$ cat src/rtl/sdram_cmd_responder.sv
// Single-bank SDR SDRAM target: decodes controller commands, tracks the open row,
// runs CL/BL-aware read/write bursts against a flop array and flags protocol violations.
module sdram_cmd_responder #(
  parameter int ROW_BITS = 4,
  parameter int COL_BITS = 4,
  parameter int ADDR_W   = 12,
  parameter int DATA_W   = 8,
  parameter int T_RFC    = 4
) (
  input  logic              clk,
  input  logic              rst_n,
  input  logic              sdram_cs,
  input  logic              sdram_ras,
  input  logic              sdram_cas,
  input  logic              sdram_we,
  input  logic [ADDR_W-1:0] sdram_addr,
  input  logic [DATA_W-1:0] sdram_dq_in,
  output logic [DATA_W-1:0] sdram_dq_out,
  output logic              sdram_dq_oe,
  output logic [1:0]        state_out,
  output logic              cmd_err
);
  localparam int DEPTH = 2**(ROW_BITS + COL_BITS);
  localparam int RFC_W = $clog2(T_RFC + 1);

  localparam logic [2:0] CMD_LMR = 3'b000;
  localparam logic [2:0] CMD_REF = 3'b001;
  localparam logic [2:0] CMD_PRE = 3'b010;
  localparam logic [2:0] CMD_ACT = 3'b011;
  localparam logic [2:0] CMD_WR  = 3'b100;
  localparam logic [2:0] CMD_RD  = 3'b101;
  localparam logic [2:0] CMD_BST = 3'b110;
  localparam logic [2:0] CMD_NOP = 3'b111;

  typedef enum logic [1:0] {
    ST_IDLE    = 2'd0,
    ST_ACTIVE  = 2'd1,
    ST_REFRESH = 2'd2
  } state_t;

  state_t state, state_nx;

  logic [2:0] cmd;
  logic       cmd_nop;
  logic [2:0] mode_cl, mode_bl;
  logic       mode_ok;
  logic       unused_addr;

  logic                err, act_en, lmr_en, rfc_load, rd_start, wr_start, pre;
  logic [ROW_BITS-1:0] row;
  logic [1:0]          cl;
  logic [2:0]          bl_len;
  logic [RFC_W-1:0]    rfc_cnt;

  logic [COL_BITS-1:0] b_col, b_mask;
  logic [2:0]          b_k, b_left;
  logic                b_wr;

  logic                         beat_vld, beat_wr;
  logic [COL_BITS-1:0]          beat_col;
  logic [ROW_BITS+COL_BITS-1:0] beat_addr;
  logic [DATA_W-1:0]            rd_data;

  logic [2:0]             pipe_vld;
  logic [2:0][DATA_W-1:0] pipe_dat;
  logic [DATA_W-1:0]      mem [DEPTH];

  assign cmd         = sdram_cs ? CMD_NOP : {sdram_ras, sdram_cas, sdram_we};
  assign cmd_nop     = (cmd == CMD_NOP) || (cmd == CMD_BST);
  assign mode_cl     = sdram_addr[6:4];
  assign mode_bl     = sdram_addr[2:0];
  assign mode_ok     = ((mode_cl == 3'd2) || (mode_cl == 3'd3)) && (mode_bl <= 3'd2);
  assign unused_addr = ^sdram_addr;
  assign state_out   = state;

  always_ff @(posedge clk or negedge rst_n) begin
    if (!rst_n) state <= ST_IDLE;
    else        state <= state_nx;
  end

  always_comb begin
    state_nx = state;
    err      = 1'b0;
    act_en   = 1'b0;
    lmr_en   = 1'b0;
    rfc_load = 1'b0;
    rd_start = 1'b0;
    wr_start = 1'b0;
    pre      = 1'b0;
    case (state)
      ST_IDLE: begin
        case (cmd)
          CMD_ACT: begin act_en = 1'b1; state_nx = ST_ACTIVE; end
          CMD_REF: begin rfc_load = 1'b1; state_nx = ST_REFRESH; end
          CMD_LMR: begin
            if (mode_ok) lmr_en = 1'b1;
            else         err    = 1'b1;
          end
          CMD_RD, CMD_WR: err = 1'b1;
          default: ;
        endcase
      end
      ST_ACTIVE: begin
        case (cmd)
          CMD_RD:  rd_start = 1'b1;
          CMD_WR:  wr_start = 1'b1;
          CMD_PRE: begin pre = 1'b1; state_nx = ST_IDLE; end
          CMD_ACT, CMD_REF, CMD_LMR: err = 1'b1;
          default: ;
        endcase
      end
      ST_REFRESH: begin
        err = !cmd_nop;
        if (rfc_cnt <= RFC_W'(1)) state_nx = ST_IDLE;
      end
      default: state_nx = ST_IDLE;
    endcase
  end

  always_ff @(posedge clk or negedge rst_n) begin
    if (!rst_n) begin
      row     <= '0;
      cl      <= 2'd2;
      bl_len  <= 3'd1;
      rfc_cnt <= '0;
      cmd_err <= 1'b0;
    end else begin
      cmd_err <= err;
      if (act_en) row <= sdram_addr[ROW_BITS-1:0];
      if (lmr_en) begin
        cl     <= mode_cl[1:0];
        bl_len <= 3'd1 << mode_bl[1:0];
      end
      if (rfc_load)                                    rfc_cnt <= RFC_W'(T_RFC);
      else if (state == ST_REFRESH && rfc_cnt != '0)   rfc_cnt <= rfc_cnt - RFC_W'(1);
    end
  end

  // Beat 0 comes straight from the command; later beats wrap inside the aligned burst block.
  always_comb begin
    beat_vld = 1'b0;
    beat_wr  = 1'b0;
    beat_col = '0;
    if (rd_start || wr_start) begin
      beat_vld = 1'b1;
      beat_wr  = wr_start;
      beat_col = sdram_addr[COL_BITS-1:0];
    end else if (b_left != 3'd0 && !pre) begin
      beat_vld = 1'b1;
      beat_wr  = b_wr;
      beat_col = (b_col & ~b_mask) | ((b_col + COL_BITS'(b_k)) & b_mask);
    end
  end

  assign beat_addr = {row, beat_col};
  assign rd_data   = mem[beat_addr];

  always_ff @(posedge clk or negedge rst_n) begin
    if (!rst_n) begin
      b_col  <= '0;
      b_mask <= '0;
      b_k    <= 3'd0;
      b_left <= 3'd0;
      b_wr   <= 1'b0;
    end else if (rd_start || wr_start) begin
      b_col  <= sdram_addr[COL_BITS-1:0];
      b_mask <= COL_BITS'(bl_len - 3'd1);
      b_wr   <= wr_start;
      b_k    <= 3'd1;
      b_left <= bl_len - 3'd1;
    end else if (pre) begin
      b_left <= 3'd0;
    end else if (b_left != 3'd0) begin
      b_k    <= b_k + 3'd1;
      b_left <= b_left - 3'd1;
    end
  end

  always_ff @(posedge clk) begin
    if (beat_vld && beat_wr) mem[beat_addr] <= sdram_dq_in;
  end

  // Slot j emerges j+1 edges from now; a new read beat lands in slot CL-1.
  // A WRITE drops every beat not yet presented, including one due on this edge.
  always_ff @(posedge clk or negedge rst_n) begin
    if (!rst_n) begin
      pipe_vld     <= '0;
      pipe_dat     <= '0;
      sdram_dq_oe  <= 1'b0;
      sdram_dq_out <= '0;
    end else begin
      sdram_dq_oe <= pipe_vld[0] && !wr_start;
      if (pipe_vld[0] && !wr_start) sdram_dq_out <= pipe_dat[0];
      pipe_vld <= wr_start ? 3'b000 : {1'b0, pipe_vld[2:1]};
      pipe_dat <= {{DATA_W{1'b0}}, pipe_dat[2:1]};
      if (beat_vld && !beat_wr) begin
        pipe_vld[cl - 2'd1] <= 1'b1;
        pipe_dat[cl - 2'd1] <= rd_data;
      end
    end
  end

endmodule

$ cat config.mk
export PLATFORM = sky130hd
export DESIGN_NAME = sdram_cmd_responder
export DESIGN_NICKNAME = d
export VERILOG_FILES = /design/src/rtl/sdram_cmd_responder.sv
export SDC_FILE = /design/constraint.sdc
export NUM_CORES = 2
export LEC_CHECK = 0
export ABC_AREA = 1
export CORE_MARGIN = 4
export CORE_UTILIZATION = 40
export CTS_CLUSTER_DIAMETER = 100
export DETAILED_ROUTE_END_ITERATION = 12
export DONT_BUFFER_PORTS = 1
export PLACE_DENSITY = 0.61
export SLEW_MARGIN = 40
export SYNTH_ARGS = -nofsm -noshare
export SYNTH_HDL_FRONTEND = slang
export SYNTH_SLANG_ARGS = --single-unit
$ cat constraint.sdc
create_clock -name clk -period 9.2 [get_ports clk]
set_input_delay 0.46 -clock clk [delete_from_list [all_inputs] [get_ports clk]]
set_output_delay 0.46 -clock clk [all_outputs]
set_load 0.005 [all_outputs]
-- Word level (Yosys, flattened, before mapping)
Memories as Yosys holds them, arrays and structs flattened.
Index checks and enable logic that the tools add are counted.
- add/subtract/negate cells: 7
- multiply operators: 0
- divide/modulo/power cells: 0
- order comparisons: 4
- equality and inequality tests: 15
- shifts and indexed selects: 1
- muxes and demuxes: 46
- bitwise gates (word level): 5
- reduce and logical (&&, ||, !) cells: 25
- operators with widths (cell ; count):
    two-way mux 3 bit ; 10
    bitwise mux 24 bit ; 1
    two-way mux 24 bit ; 1
    two-way mux 1 bit ; 22
    demux 8 bit (select 2 bit) ; 1
    == test 3 x 2 -> 1 bit, second input constant ; 4
    == test 3 bit, second input constant ; 4
    nonzero test 3 bit ; 3
    subtractor 3 x 1 -> 3 bit, second input constant ; 3
    AND 4 bit ; 2
    two-way mux 4 bit ; 2
    two-way mux 8 bit ; 1
    logical AND 1 bit ; 7
    two-way mux 2 bit ; 3
    case mux 2 bit (3 select lines) ; 1
    adder 4 x 3 -> 4 bit ; 1
    zero test 1 bit ; 4
    inequality test 2 bit, second input constant ; 2
    NOT 4 bit ; 1
    OR 4 bit ; 1
    case mux 2 bit (2 select lines) ; 1
    nonzero test 2 bit ; 2
    subtractor 3 x 1 -> 4 bit, second input constant ; 1
    adder 3 x 1 -> 3 bit, second input constant ; 1
    22 further kinds ; 24
- register bits after elaboration: 66
- latch bits: 0
- RAM bits: 2048
- memory bits (read-only): 0
- bits of input ports: 26
- output and inout port bits: 12
- memories kept: 1
- memory list (name ; words ; width ; rd ports ; clocked after memory_dff ; wr ports ; RTL line ; text):
    mem ; 256 ; 8 ; 1 ; 0 ; 1 ; 66 ; logic [DATA_W-1:0] mem [DEPTH];

-- Longest topological paths before layout
- word-level depth: 11
- depth in mapped cells: 23
- mapped depth without buffers: 20

-- Least setup slack after synthesis
OpenSTA, ideal clock, no wires.
- path kind: register -> register
- start: register b_k[0]
- end: memory mem[102][0] (enable)
- library setup time: 370 ps
- data arrival time: 2783 ps
- slack: 6047 ps
- cell stages (with the launch flop): 15
- cells stage by stage: dfrtp_1 > ha_1 > inv_1 > fa_1 > nand2_1 > o21ai_0 > o21ai_2 > inv_2 > buf_4 > buf_4 > buf_2 > nor2_1 > nand2_1 > clkbuf_1 > nor2_1
- longest elaborated chain between the ends: 5
- ends and longest elaborated chain (item ; RTL line ; text):
    from (decl) ; 56 ; logic [2:0] b_k, b_left;
    from (signal assigned) ; 174 ; b_k <= b_k + 3'd1;
    adder 4 x 3 -> 4 bit ; 151 ; beat_col = (b_col & ~b_mask) | ((b_col + COL_BITS'(b_k)) & b_mask);
    AND 4 bit ; 151 ;
    OR 4 bit ; 151 ;
    two-way mux 4 bit ; 148 ; end else if (b_left != 3'd0 && !pre) begin
    two-way mux 4 bit ; 144 ; if (rd_start || wr_start) begin
    to (decl) ; 66 ;
No other way between the ends.

-- Worst setup path in the final report
- start: register b_k[0]
- end: register pipe_dat[14] in the netlist's numbering
- longest elaborated chain between the ends: 8
- ends and longest elaborated chain (item ; RTL line ; text):
    adder 4 x 3 -> 4 bit ; 151 ;
    AND 4 bit ; 151 ;
    OR 4 bit ; 151 ;
    two-way mux 4 bit ; 148 ;
    two-way mux 4 bit ; 144 ;
    memory read (256 x 8 bit) ; n/a ;
    bitwise mux 24 bit ; 198 ; pipe_dat[cl - 2'd1] <= rd_data;
    two-way mux 24 bit ; 196 ; if (beat_vld && !beat_wr) begin
    to (signal assigned) ; 195 ; pipe_dat <= {{DATA_W{1'b0}}, pipe_dat[2:1]};
    to (signal, indexed assignment) ; 198 ;
    to (decl) ; 65 ; logic [2:0][DATA_W-1:0] pipe_dat;
No other way between the ends.
A chain may end at the register's enable or synchronous reset.

==> impl_metrics.py <==
metrics = {
    "timing": {
        "finalHoldViolCount": 0,
        "rsz0062_at_grt": "no",
        "fmax_mhz": 180,
        "fin_skew_ns": 0.0317,
        "finalSetupViolCount": 0,
        "relSlewSlack": 0.371,
        "worst_slew_pin_slew_ns": 0.944,
        "timing.final.crit_share": 0.605,
        "period_needed_ns": 5.56,
        "slew_violations": 0,
        "setup_tns_ns": 0,
    },
    "global_route": {
        "antenna_found_initial": 9,
        "grt_pass1_vias": 57700,
        "grt_overflow": 0,
        "grt_pass1_wl_um": 367000,
        "grtUsageTotal": 0.208,
        "grt_start_max_net_pins": 257,
    },
    "critical_path": {
        "critPathMaxStageDelay_ns": 0.56,
        "worstPathCellList": "ha_1 > inv_1 > fa_1 > nand2_1 > o21ai_0 > o21ai_4 > buf_12 > inv_8 > buf_12 > buf_16 > nand2_1 > nand2_1 > nand2_1 > nand2_1 > nor2_1 > nor2_1 > nor2_1 > nand2_1 > nand2_1 > nand2_1 > nor2_2 > a21oi_1",
        "endpoint": "pipe_dat[14]",
        "crit_type": "reg2reg",
        "critPathBufInv": 5,
        "rrSetupSlack_ns": 3.64,
        "startpoint_type": "flop",
        "critPathCaptureType": "flop",
        "path_common_cell": "nand2_1",
        "r2r-end": "pipe_dat[14]",
        "crit_family": "simple AND/OR/NAND/NOR gates",
        "startpoint": "b_k[0]",
        "cp_slowest_cell": "buf_12",
        "critPathArrivalTime_ns": 6.28,
        "required_ns": 9.92,
        "rr_worst_depth": 22,
        "cp_num_cells": 22,
        "crit_path_max_fanout": 128,
        "rr_startpoint": "b_k[0]",
    },
    "route": {
        "wl_per_cell_um": 20.6,
        "ant_nets": 0,
        "wirelength_um": 246000,
        "vias": 60600,
        "drc": 0,
        "initialDrtViolationCount": 6140,
        "vias_per_cell": 5.07,
        "drtPass1Iterations": 8,
    },
    "synth": {
        "synthSimpleGateAreaFrac": 0.264,
        "synth_top_flop_cell": "edfxtp_1",
        "ys_ff_latch": 2114,
        "synth.area.mux_share": 0.000125,
        "postSynthNetCount": 8956,
        "ys_types": 41,
        "async_reset_ff_frac": 0.0312,
        "syn_area_per_cell_um2": 10.1,
        "synthesis.area_mm2": 0.0902,
        "synthAdderAreaFrac": 0.00161,
        "synth_top_family_by_area": "simple AND/OR/NAND/NOR gates",
        "yosys_warnings": 0,
        "synth_compound_area_frac": 0.00352,
        "ys_seq_area_frac": 0.700,
        "netlist_instances": 8919,
        "yosys.area_share.xor_xnor": 0.000291,
        "synth_edf_count": 2048,
    },
    "cts": {
        "clk_latency_ns": 0.86,
        "clkTransAtPathRegs_ns": 0.06,
        "cts_buffers": 209,
        "cts_setup_buffers": 0,
        "cts_tree": "done",
        "cts_max_level": 4,
        "clk_root_buffer_cell": "clkbuf_16",
        "numClockSinks": 2114,
        "clockBufferDepth": 3,
    },
    "final_layout": {
        "nets": 8809,
        "area_delta_synth_final_pct": 10.8,
        "drive_gt1_frac": 0.0539,
        "layout_commonest_cell": "nand2_1",
        "layout_common_cells": "nand2_1 (5,247), edfxtp_1 (2,048), nor2_1 (582)",
    },
    "floorplan": {
        "design.core.area_mm2": 0.224,
        "die-height_um": 483,
        "fp.dieW_um": 483,
        "io_pins": 38,
        "std_cell_rows": 174,
        "initial_core_util": 0.402,
        "die_area_mm2": 0.233,
    },
    "min_path": {
        "hp-class": "in2reg",
        "hold_start": "sdram_dq_in[7]",
    },
    "flow_run": {
        "maxCapViolCount": 0,
    },
    "placed_design": {
        "gp_congestion": 0.826,
        "port_buffers": 0,
        "dp_hpwl_um": 127000,
    },
    "status": {
        "outcome": "completed",
    },
}
## how the worst min path moves through the flow
| stage | endpoint | slack [ns] | cells after the start |
|---|---|---|---|
| global placement | sdram_dq_out[4] | 0.17 | 0 |
| global route | mem[54][7] | 0.06 | 1 |
| finish | mem[50][7] | 0.05 | 1 |
| CTS | b_col[2] | 0.0009 | 5 |
| detailed placement | sdram_dq_out[2] | 0.17 | 0 |
| floorplan | b_col[0] | 0.16 | 0 |
## registers in the layout, summed over array words and instances, names as in the netlist, 4 cells and up
| name | flops |
|---|---|
| sdram_dq_out | 8 |
| mem | 2048 |
| b_col | 4 |
| pipe_dat | 24 |
| row | 4 |
| b_mask | 4 |
## Yosys cell counts, types with 2 or more instances
cell / n / area, um^2
or2_2: 7 / 43.8
clkbuf_1: 92 / 345
nor2_1: 614 / 2300
o21ai_2: 2 / 17.5
dfrtp_1: 64 / 1600
o21ai_0: 19 / 95.1
ha_1: 10 / 125
nor3_1: 2 / 10.0
dfstp_2: 2 / 52.6
xor2_1: 2 / 17.5
buf_4: 76 / 571
nand3_1: 290 / 1450
buf_1: 14 / 52.6
inv_2: 5 / 18.8
nor2_2: 14 / 87.6
edfxtp_1: 2048 / 61500
buf_6: 11 / 124
nand3_2: 2 / 20.0
o31ai_1: 4 / 30.0
a21oi_1: 26 / 130
a21o_1: 2 / 15.0
nand3_4: 2 / 35.0
nand2_1: 5267 / 19800
nor3_2: 2 / 20.0
nand2_2: 3 / 18.8
nor2_4: 2 / 22.5
o41ai_1: 2 / 17.5
buf_2: 283 / 1420
inv_1: 40 / 150
## area by class of cell
class	instances	area, um^2
antenna	4	10.0
clock buffer	268	5490
clock inverter	120	1060
fill	20700	125000
inverter	47	186
multi-input combinational	6282	24600
sequential	2114	63200
tap	2992	3740
timing repair buffer	118	1730
## metal layers
metal,up-vias,share of wire,global-route usage
li1,28700,-,-
met1,29200,0.42,0.291
met2,2219,0.46,0.333
met3,382,0.080,0.0335
met4,2,0.030,0.0660
met5,-,0.0011,0
## repair_timing
item | CTS | global route
hold buffers | 30 | 3
hold endpoints to repair | 1723 | 18
gates resized for setup | 0 | 0
## metrics by stage
step	setup WS (ns)	hold slack (ns)	util	cells	cell area [um^2]
after floorplan	6.05	0.164	-	8919	90200
after global placement	3.89	0.166	0.411	11500	92200
after detailed placement	3.71	0.166	0.411	11500	92300
after CTS	3.68	0.000881	0.443	11900	99400
after global routing	3.34	0.0552	0.445	11900	99900
final	3.64	0.0515	0.445	11900	99900
## cells by family (layout without fill, tap and decap cells)
group                      Yosys count  after routing
and+or+nand+nor                   6210           6210
DFF                               2114           2114
buffers and inverters              523            553
AOI/OAI and AO/OA                   57             57
adders and majority gates           11             11
xor gates and xnor gates             3              3
muxes                                1              1
other                                0              4
Power is not shown: default switching activity piles up to over one toggle a cycle in this logic, so the estimate is an artifact.
